### src/rtl/adder_arbiter.sv
// adder_arbiter: one shared WIDTH-bit adder serving NREQ requesters.
// Round-robin arbitration picks one request per cycle. Its sum and carry
// go into a single-entry response buffer that is tagged with the winner's
// index.
//
// Ports:
//   clk, rst_n         clock; asynchronous active-low reset
//   req_valid[NREQ]    per-requester request strobe
//   req_a, req_b       packed operands; slice i belongs to requester i
//   req_ready[NREQ]    one-hot acceptance (combinational)
//   rsp_valid          response buffer holds a result
//   rsp_ready          consumer accepts the response
//   rsp_y, rsp_cout    registered sum and carry-out
//   rsp_id             index of the requester that produced rsp_y
module adder_arbiter #(
  parameter int WIDTH = 32,
  parameter int NREQ  = 4,
  parameter int IDW   = $clog2(NREQ)
) (
  input  logic                  clk,
  input  logic                  rst_n,
  input  logic [NREQ-1:0]       req_valid,
  input  logic [NREQ*WIDTH-1:0] req_a,
  input  logic [NREQ*WIDTH-1:0] req_b,
  output logic [NREQ-1:0]       req_ready,
  output logic                  rsp_valid,
  input  logic                  rsp_ready,
  output logic [WIDTH-1:0]      rsp_y,
  output logic                  rsp_cout,
  output logic [IDW-1:0]        rsp_id
);

  logic [IDW-1:0]   rr_ptr, g, idx;
  logic             any, accept, gnt;
  logic [WIDTH-1:0] a_sel, b_sel;
  logic [WIDTH:0]   sum;

  // Rotating priority search: first valid at or after rr_ptr, wrapping.
  always_comb begin
    any = 1'b0;
    g   = '0;
    idx = '0;
    for (int k = 0; k < NREQ; k++) begin
      idx = IDW'((32'(rr_ptr) + k) % NREQ);
      if (!any && req_valid[idx]) begin
        any = 1'b1;
        g   = idx;
      end
    end
  end

  // Operand mux feeding the single shared adder.
  always_comb begin
    a_sel = '0;
    b_sel = '0;
    for (int k = 0; k < NREQ; k++) begin
      if (g == IDW'(k)) begin
        a_sel = req_a[k*WIDTH +: WIDTH];
        b_sel = req_b[k*WIDTH +: WIDTH];
      end
    end
  end

  assign sum = {1'b0, a_sel} + {1'b0, b_sel};

  // The buffer can take a new result when it is empty, or when it is
  // being drained on this same edge. Reset gates the grant so req_ready
  // stays low while rst_n is asserted.
  assign accept    = ~rsp_valid | rsp_ready;
  assign gnt       = rst_n & any & accept;
  assign req_ready = gnt ? (NREQ'(1) << g) : '0;

  always_ff @(posedge clk or negedge rst_n) begin
    if (!rst_n) begin
      rsp_valid <= 1'b0;
      rsp_y     <= '0;
      rsp_cout  <= 1'b0;
      rsp_id    <= '0;
      rr_ptr    <= '0;
    end else if (gnt) begin
      // Loads while empty, or replaces a result consumed on this edge.
      rsp_valid           <= 1'b1;
      {rsp_cout, rsp_y}   <= sum;
      rsp_id              <= g;
      rr_ptr              <= (g == IDW'(NREQ-1)) ? '0 : g + 1'b1;
    end else if (rsp_ready) begin
      rsp_valid <= 1'b0;
    end
  end

endmodule

### config.mk
export PLATFORM = sky130hd
export DESIGN_NAME = adder_arbiter
export DESIGN_NICKNAME = d
export VERILOG_FILES = /design/src/rtl/adder_arbiter.sv
export SDC_FILE = /design/constraint.sdc
export NUM_CORES = 1
export LEC_CHECK = 0
export ABC_AREA = 1
export CAP_MARGIN = 10
export CORE_AREA = 2 2 119 121
export DETAILED_ROUTE_END_ITERATION = 8
export DIE_AREA = 0 0 121 123
export DONT_BUFFER_PORTS = 1
export SKIP_CTS_REPAIR_TIMING = 1
export SYNTH_ARGS = -nofsm -noshare
export SYNTH_HDL_FRONTEND = slang
export SYNTH_SLANG_ARGS = --single-unit
### constraint.sdc
create_clock -name clk -period 9.7 [get_ports clk]
set_clock_uncertainty 0.2 [all_clocks]
set_input_delay 1.94 -clock clk [delete_from_list [all_inputs] [get_ports clk]]
set_output_delay 1.94 -clock clk [all_outputs]
set_load 0.1 [all_outputs]
== Word level (Yosys, flattened, before mapping) ==
Cells that the tools add are included.

* Flip-flop bits (word level): 38
* Input port bits: 263
* Output and inout bits: 40
* Logic and storage cells: 58

* $add $sub $neg: 5
* Magnitude comparators: 4
* Equal/unequal tests: 3
* Shifts and indexed selects: 1
* Muxes and demuxes: 28
* Bitwise gates (word level): 4
* Reductions and logical operators: 8

{| class="wikitable"
|+ Operators by type and width
! kind !! number
|-
| 32-bit two-way mux || 8
|-
| 32-bit by 32-bit adder with 33-bit output || 1
|-
| 2-bit by 3-bit < comparator with 1-bit output (second input constant) || 4
|-
| 1-bit two-way mux || 10
|-
| 2-bit two-way mux || 5
|-
| 1-bit binary-select mux with 2-bit select || 4
|-
| 2-bit by 1-bit adder with 2-bit output (second input constant) || 2
|-
| 2-bit adder (second input constant) || 2
|-
| 2-bit == test (second input constant) || 2
|-
| 4-bit two-way mux || 1
|-
| 1-bit by 2-bit << shifter with 4-bit output (first input constant) || 1
|-
| 1-bit logical AND || 3
|-
| 1-bit zero test || 3
|-
| 1-bit AND || 2
|-
| 2-bit by 1-bit == test with 1-bit output (second input constant) || 1
|-
| 2-bit zero test || 1
|-
| 2-bit nonzero test || 1
|-
| 1-bit inverter || 1
|-
| 1-bit OR || 1
|}

== Depth between registers and ports, before layout ==
Gate-level depths: netlist of the first run.

* Depth after elaboration: 18
* Gate-level depth with buffers: 32
* Gate-level depth less buffers: 30

== Worst setup path after synthesis of the first run ==
OpenSTA, ideal clock, no wires.

* Path type: in2out
* Start point: in req_valid[3]
* End point: out req_ready[1]
* Data arrival time: 4729 ps
* Setup slack: 2831 ps
* Cell stages on the path: 14
* Path through: inv_1 > nand2_1 > nand3_1 > nand2_1 > inv_1 > nand2_1 > nand2_1 > nand3_1 > inv_1 > ha_1 > clkbuf_1 > clkbuf_1 > inv_1 > nor2_1

* Elaborated cells on any way between the ends: 26
* Those cells by class: 1 x shift; 17 x mux; 2 x bitwise; 6 x reduce/logical

{| class="wikitable"
|+ RTL lines
! what !! line !! source
|-
| from (decl) || 22 || <nowiki>input logic [NREQ-1:0] req_valid,</nowiki>
|-
| 1-bit binary-select mux with 2-bit select || 45 || <nowiki>if (!any && req_valid[idx]) begin</nowiki>
|-
| 1-bit two-way mux (implied by the code) || 45 ||
|-
| 1-bit two-way mux || 45 ||
|-
| 1-bit zero test || 45 ||
|-
| 1-bit logical AND || 45 ||
|-
| 1-bit two-way mux || 45 ||
|-
| 1-bit zero test || 45 ||
|-
| 1-bit logical AND || 45 ||
|-
| 1-bit two-way mux || 45 ||
|-
| 1-bit zero test || 45 ||
|-
| 1-bit logical AND || 45 ||
|-
| 2-bit two-way mux (*) || 45 ||
|-
| named net g[0] || 33 || <nowiki>logic [IDW-1:0] rr_ptr, g, idx;</nowiki>
|-
| 1-bit by 2-bit << shifter with 4-bit output (*) || 71 || <nowiki>assign req_ready = gnt ? (NREQ'(1) << g) : '0;</nowiki>
|-
| 4-bit two-way mux (*) || 71 ||
|-
| to (decl) || 25 || <nowiki>output logic [NREQ-1:0] req_ready,</nowiki>
|}

The timed path passes the listed nets; every way through them passes the cells marked *. The select of a mux whose other input is x is not followed.

== Worst setup path in the final report of the first run ==
* Start point: in req_valid[3]
* End point: out req_ready[2]

The elaborated chain is that of the path after synthesis.

==> metrics.cfg, run 1 <==
[layout]
stdcell_count=1213
fin_nets=1331
layout_common_cells=374 x nand2_1, 128 x inv_1, 103 x nor2_1, 69 x a21oi_1, 59 x o21ai_0
final_common_cell=nand2_1
fillers=1560
area_growth_syn_to_layout_pct=3.60
drive_gt1_share_pct=3.10

[global_routing]
grt_start_max_net_pins=102
overflow=0
antenna_found_initial=2
grt_pass1_wl_microns=31000
grt_pass1_vias=5908
track_usage_pct=26.8

[drt]
antenna_left=0
wl_per_cell_microns=17.0
drc_errors=0
firstDrtPassIters=5
routed_wl_microns=20600
drt_iter0_drc=462
vias_per_cell=5.40
vias=6551

[synth]
synth_edf_count=0
synth_cell_types=32
postSynthAreaPerCell_sq_um=5.56
synth_ff_type=dfrtp_1
synth_area_sq_um=5940
yosysSeqAreaShare_pct=16.0
async_flop_share_pct=100
ys_ff_latch=38
yosysWarningCount=0
syn_nets=1367
synth_cells=1067

[floorplanning]
rows=43
start_util_pct=43.6
io_pins=303
die_h_microns=123
die_x_microns=121
dieArea_sq_um=14900
core_area_sq_um=13600

[clock_tree]
cts-buffers-inserted=5
insertion_delay_ns=0.28
cts_max_level=2
cts_max_path_buffers=2
cts_root_buffer=clkbuf_16
cts_sinks=38
tritoncts=built
clk_pin_slew_worst_paths_ns=0.06

[job]
max_cap_viol_count=0

[sta]
min_period_ns=7.23
hold_viol=0
worst_pin_slew_ns=1.08
tns_ns=0
rsz0062_at_grt=no
max_slew_margin_pct=28.2
slew_viol_final=0
finalSetupViolations=0
max_freq_ghz=0.138
fin_crit_sh_pct=74.5

[setup_path]
crit_type=input port to output pin
start_kind=input port
path_max_fanout=47
arrival_ns=5.09
cp.required_ns=7.56
crit_path_end_kind=output pin

[place]
place_hpwl_microns=17400
io_buffers=0
dp_cells=1204
gp_congestion=0.955

[run_status]
status=finished, final reports clean

[worst_hold_path]
min_path_type=flip-flop to flip-flop

-- logic make-up (layout without fill, tap and decap cells) --
kind of cell	count (synthesis)	after routing	synth area share [%]
compound gates	221	221	22.4
xor+xnor	14	14	2.07
fa+ha+maj	37	37	7.93
buf+inv	182	147	12.3
flops	38	38	16.0
other cells	0	1	0
simple gates	575	575	39.3
-- synthesized netlist by cell type (2+ instances only) --
cell | n | area share [%]
nor3_1 | 6 | 0.51
a221oi_1 | 14 | 2.1
buf_1 | 2 | 0.13
nand3b_1 | 6 | 0.76
dfrtp_1 | 38 | 16
inv_2 | 2 | 0.13
nand2_1 | 374 | 24
nand2_2 | 4 | 0.42
buf_2 | 3 | 0.25
o31ai_1 | 14 | 1.8
and2_1 | 6 | 0.63
nand3_2 | 2 | 0.34
o21bai_1 | 2 | 0.25
a21oi_1 | 69 | 5.8
ha_1 | 36 | 7.6
nand4_1 | 9 | 0.95
buf_6 | 5 | 0.95
clkbuf_1 | 38 | 2.4
o21ai_0 | 59 | 5.0
a22oi_1 | 50 | 6.3
xnor2_1 | 14 | 2.1
inv_1 | 130 | 8.2
o21ai_1 | 11 | 0.93
nor2_1 | 108 | 6.8
nand3_1 | 58 | 4.9
-- registers in the layout (all words and copies together), names as in the netlist --
signal / flops
rsp_y: 32
rr_ptr: 2
rsp_id: 2
rsp_cout: 1
rsp_valid: 1
-- cell type report --
class | instances | area (sq um) | share of cell area (%)
well taps | 180 | 225 | 3.66
clock inverters | 1 | 5.00 | 0.0814
inverters | 133 | 504 | 8.20
flip-flops and latches | 38 | 951 | 15.5
repair buffers | 6 | 45.0 | 0.732
clock buffers | 7 | 143 | 2.32
diodes | 1 | 2.50 | 0.0407
multi-input cells | 847 | 4270 | 69.5
-- worst max-delay path, cell delays in order --
cell and delay, ns:
inv_1 0.06, nand2_1 0.09, nand3_1 0.13, nand2_1 0.11, nor2_4 0.15, nand3_1 0.08, nand3_1 0.07, nand2_1 0.11
inv_1 0.10, ha_1 0.60, clkinv_2 0.63, nor2_2 1.00
-- worst paths after layout --
check,from,to,slack (ns),depth (start not counted)
worst max-delay path,req_valid[3],req_ready[2],2.47,12
worst min-delay path,rr_ptr[1]$_DFFE_PN0P_,rr_ptr[1]$_DFFE_PN0P_,0.49,2
worst max register to register,rr_ptr[0]$_DFFE_PN0P_,rsp_cout$_DFFE_PN0P_,4.08,27
worst min register to register,rr_ptr[1]$_DFFE_PN0P_,rr_ptr[1]$_DFFE_PN0P_,0.49,2
max in group asynchronous,rst_n,rsp_y[8]$_DFFE_PN0P_,8.06,0
min in group asynchronous,rst_n,rsp_y[3]$_DFFE_PN0P_,1.15,0
-- per-layer routing --
| metal | GRT usage, % | wire length [microns] | vias to the layer above |
|---|---|---|---|
| li1 | - | - | 3404 |
| met1 | 39.7 | 9790 | 2871 |
| met2 | 39.9 | 8810 | 248 |
| met3 | 4.80 | 1580 | 26 |
| met4 | 6.90 | 381 | 2 |
| met5 | 0 | 10 | - |
-- metrics by stage --
step	hold WS, ns	worst slack (ns)	util, %	area [sq um]
floorplan	0.403	2.83	-	5940
global placement	0.485	2.56	44.1	6000
detailed placement	0.481	2.51	44.1	6000
CTS	0.492	2.49	45.2	6150
global route	0.536	2.18	45.2	6150
finish	0.491	2.47	45.2	6150
Power of run 1 is not shown: default switching activity piles up to over one toggle a cycle in this logic, so the estimate is an artifact.
==> run 2, diff against run 1 <==
==> constraint.sdc (replaced) <==
create_clock -name clk -period 6.2 [get_ports clk]
set_clock_uncertainty 0.2 [all_clocks]
set_input_delay 1.24 -clock clk [delete_from_list [all_inputs] [get_ports clk]]
set_output_delay 1.24 -clock clk [all_outputs]
set_load 0.1 [all_outputs]
==> run 2 against run 1 <==
Effect of this change: utilization grew 0.86 points; cell count grew 0.74%; die area is the same; sequential share of layout area shrank 0.29 points; critical path depth grew 13; first-iteration DRC count grew 23%; count of clock-buffer cells in the layout shrank 2; highest routed layer unchanged; critical endpoint is now rsp_y[24]$_DFFE_PN0P_; final area grew 1.9%; wire length grew 4.4%; register-to-register slack lost 2.6 ns; non-clock buffer count grew 11.
==> metrics.cfg, run 2 (same netlist as run 1, synthesis figures left out) <==
[sta]
max_slew_margin_pct=34.2
setup_ws_ns=1.06
hold_viol=0
worst_pin_slew_ns=0.988
slew_viol_final=0
tns_ns=0
rsz0062_at_grt=no
max_freq_ghz=0.195
min_period_ns=5.14
fin_crit_sh_pct=82.9
finalSetupViolations=0

[drt]
firstDrtPassIters=5
drc_errors=0
drt_iter0_drc=569
antenna_left=0
wl_per_cell_microns=17.6
routed_wl_microns=21500
vias=6697
vias_per_cell=5.48

[setup_path]
worst_path_most_repeated_cell=nand3_1
arrival_ns=5.10
worst-path-buf-inv=5
reg2reg_depth=26
r2r-end=rsp_y[24]$_DFFE_PN0P_
crit_path_end_kind=flip-flop
crit_type=input port to flip-flop
path_depth=25
rrSetupSlack_ns=1.44
reg2reg_from=rr_ptr[0]$_DFFE_PN0P_
start_kind=input port
path_max_fanout=71
cp.required_ns=6.16
cp_slowest_stage_delay_ns=0.46
cp_top_family=simple AND/OR/NAND/NOR gates
crit_end=rsp_y[24]$_DFFE_PN0P_
critPathSlowestCell=fa_1
crit_path_start=req_valid[3]

[clock_tree]
clk_pin_slew_worst_paths_ns=0.05
cts_root_buffer=clkbuf_16
cts_sinks=38
tritoncts=built
insertion_delay_ns=0.28
cts_max_path_buffers=2
cts-buffers-inserted=5
cts_max_level=2

[global_routing]
grt_pass1_vias=5955
grt_pass1_wl_microns=32000
antenna_found_initial=2
grt_start_max_net_pins=72
overflow=0
track_usage_pct=27.8

[floorplanning]
rows=43
die_x_microns=121
dieArea_sq_um=14900
core_area_sq_um=13600
io_pins=303
die_h_microns=123
start_util_pct=43.6

[layout]
fin_area_sq_um=6270
largest_reg_flops=32
antenna_cells=0
reg_top3=rsp_y (32), rr_ptr (2), rsp_id (2)
top_register=rsp_y
final_common_cell=nand2_1
fin_nets=1342
layout_common_cells=374 x nand2_1, 128 x inv_1, 103 x nor2_1, 69 x a21oi_1, 59 x o21ai_0
multi_input_area_sq_um=4270
drive_gt1_share_pct=4.13
area_growth_syn_to_layout_pct=5.59
regArea_sq_um=951
fillers=1552

[job]
max_cap_viol_count=0

[place]
io_buffers=0
dpl_cell_area_sq_um=6130
gp_congestion=0.998
place_hpwl_microns=18100
place_ws_ns=0.812

[worst_hold_path]
min_path_type=input port to asynchronous set/reset pin

[run_status]
status=finished, final reports clean

[run 2: changes by cell type in the layout (fill, tap and decap cells not counted)]
cell	change
buf_4	+7
buf_12	+4
clkbuf_1	-1
clkbuf_8	-1
clkinv_2	+1
diode_2	-1
[run 2: final cells by class]
type                            count  area share (%)
Tap cell                          180            3.59
Clock inverter                      2           0.160
Timing Repair Buffer               17            2.83
Sequential cell                    38            15.2
Clock buffer                        5            2.00
Inverter                          133            8.05
Multi-Input combinational cell    847            68.2
[run 2: layer usage]
metal  routed length [microns]  share of wire (%)  vias to the layer above  track usage, %
met5                        27               0.13                        -               0
met4                       541                2.5                        4            8.07
met3                      1390                6.5                       40            4.01
met2                      8960                 42                      260            40.9
met1                     10600                 49                     2965            41.8
li1                          -                  -                     3428               -
[run 2: worst min path at each step]
stage / slack (ns) / from / to / depth (start not counted)
finish: 0.45 / rst_n / rsp_y[2]$_DFFE_PN0P_ / 0
global route: 0.44 / rst_n / rsp_y[2]$_DFFE_PN0P_ / 0
CTS: 0.45 / rst_n / rr_ptr[0]$_DFFE_PN0P_ / 0
detailed placement: 0.48 / rr_ptr[1]$_DFFE_PN0P_ / rr_ptr[1]$_DFFE_PN0P_ / 2
global placement: 0.47 / rr_ptr[1]$_DFFE_PN0P_ / rr_ptr[1]$_DFFE_PN0P_ / 2
floorplan: 0.40 / rr_ptr[1]$_DFFE_PN0P_ / rr_ptr[1]$_DFFE_PN0P_ / 2
[run 2: metrics by stage]
stage	utilization, %	cells	hold slack, ns
global placement	45.1	1215	0.473
CTS	46.0	1222	0.445
floorplan	-	1067	0.403
finish	46.0	1222	0.452
detailed placement	45.1	1215	0.475
global route	46.0	1222	0.441
Power of run 2 is left out for the same reason.
==> run 3, diff against run 2 <==
==> constraint.sdc (replaced) <==
create_clock -name clk -period 5.4 [get_ports clk]
set_clock_uncertainty 0.2 [all_clocks]
set_input_delay 1.08 -clock clk [delete_from_list [all_inputs] [get_ports clk]]
set_output_delay 1.08 -clock clk [all_outputs]
set_load 0.1 [all_outputs]
==> run 3 against run 2 <==
Effect of this change: wire length fell by 0.87%; critical path depth is 1 higher; first-iteration DRC count is 10% lower.
==> metrics.cfg, run 3 (same netlist as run 1, synthesis figures left out) <==
[run_status]
status=finished, final reports clean

[layout]
top_register=rsp_y
layout_common_cells=374 x nand2_1, 128 x inv_1, 103 x nor2_1, 69 x a21oi_1, 59 x o21ai_0
reg_top3=rsp_y (32), rr_ptr (2), rsp_id (2)
drive_gt1_share_pct=3.76
area_growth_syn_to_layout_pct=5.63
final_common_cell=nand2_1
largest_reg_flops=32
fin_nets=1338
fillers=1523

[clock_tree]
clk_pin_slew_worst_paths_ns=0.06
cts_max_path_buffers=2
insertion_delay_ns=0.27
cts_sinks=38
cts-buffers-inserted=5
cts_max_level=2
cts_root_buffer=clkbuf_16
tritoncts=built

[drt]
routed_wl_microns=21300
antenna_left=0
firstDrtPassIters=7
vias_per_cell=5.52
drt_iter0_drc=512
vias=6745
drc_errors=0
wl_per_cell_microns=17.4

[global_routing]
met3_usage_pct=5.26
grt_start_max_net_pins=73
grt_use_met2_pct=40.8
busiest_layer=met1
antenna_found_initial=5
track_usage_pct=27.4
grt_pass1_vias=5863
overflow=0
met1_usage_pct=40.9
grt_pass1_wl_microns=31500

[place]
gp_congestion=1.01
place_hpwl_microns=17800
io_buffers=0

[setup_path]
crit_path_start=req_valid[3]
arrival_ns=4.63
crit_end=rsp_y[20]$_DFFE_PN0P_
crit_type=input port to flip-flop
reg2reg_from=rr_ptr[0]$_DFFE_PN0P_
cp.required_ns=5.36
start_kind=input port
crit_path_end_kind=flip-flop
rrSetupSlack_ns=0.96
r2r-end=rsp_y[20]$_DFFE_PN0P_
path_max_fanout=64
reg2reg_depth=27

[job]
max_cap_viol_count=0

[worst_hold_path]
min_path_type=input port to asynchronous set/reset pin

[sta]
finalSetupViolations=0
slew_viol_final=0
hold_viol=0
max_slew_margin_pct=34.6
max_freq_ghz=0.214
fin_crit_sh_pct=86.5
tns_ns=0
min_period_ns=4.67
worst_pin_slew_ns=0.980
rsz0062_at_grt=no

[floorplanning]
core_area_sq_um=13600
die_x_microns=121
rows=43
start_util_pct=43.6
dieArea_sq_um=14900
die_h_microns=123
io_pins=303

[run 3: changes by cell type in the layout (fill, tap and decap cells not counted), sizes merged]
cell	delta
buf	-4
diode	+3
[run 3: layout make-up]
class | count | area, sq um | area share, %
repair buffers | 13 | 173 | 2.75
multi-input cells | 847 | 4270 | 68.2
clock buffers | 5 | 125 | 2.00
inverters | 133 | 504 | 8.04
clock inverters | 2 | 10.0 | 0.160
well taps | 180 | 225 | 3.59
flip-flops and latches | 38 | 951 | 15.2
diodes | 3 | 7.51 | 0.120
[run 3: worst min-delay path by stage]
stage                            endpoint  slack (ns)  depth (start not counted)
finish               rsp_y[2]$_DFFE_PN0P_        0.30                          0
CTS                  rsp_y[2]$_DFFE_PN0P_        0.29                          0
floorplan           rr_ptr[1]$_DFFE_PN0P_        0.40                          2
global placement    rr_ptr[1]$_DFFE_PN0P_        0.44                          2
detailed placement  rr_ptr[1]$_DFFE_PN0P_        0.45                          2
global route        rsp_id[1]$_DFFE_PN0P_        0.29                          0
[run 3: stage by stage]
step	hold slack, ns	setup slack, ns	std cells	cell area (sq um)	utilization, %
floorplan	0.403	0.251	1067	5940	-
global placement	0.442	0.499	1211	6130	45.0
detailed placement	0.447	0.473	1211	6130	45.0
CTS	0.293	0.755	1218	6260	46.0
global route	0.286	0.356	1220	6270	46.0
finish	0.300	0.730	1221	6270	46.1
[run 3: worst max-delay path, cell delays in order]
cell and delay (ns):
inv_1 0.07, nand2_1 0.08, nand3_1 0.12, nand2_1 0.11, nor2_4 0.16, nand3_2 0.09, nand3_1 0.18, inv_1 0.09
ha_2 0.23, nor2_4 0.13, buf_12 0.25, a22oi_1 0.11, nand2_1 0.07, o21ai_0 0.09, a21oi_1 0.20, ha_1 0.31
fa_1 0.31, nand3_1 0.10, nand3_1 0.14, nand3_1 0.09, nand3b_1 0.18, nand2_1 0.09, nand2_1 0.07, nand2_1 0.04
nand3_1 0.11, nand2_1 0.06
[run 3: routing by layer]
layer  routed length, microns  up-vias
met5                       31        -
met4                      322        4
met3                     1940       26
met2                     9070      281
met1                     9930     3012
li1                         -     3422
Power of run 3 is left out for the same reason.
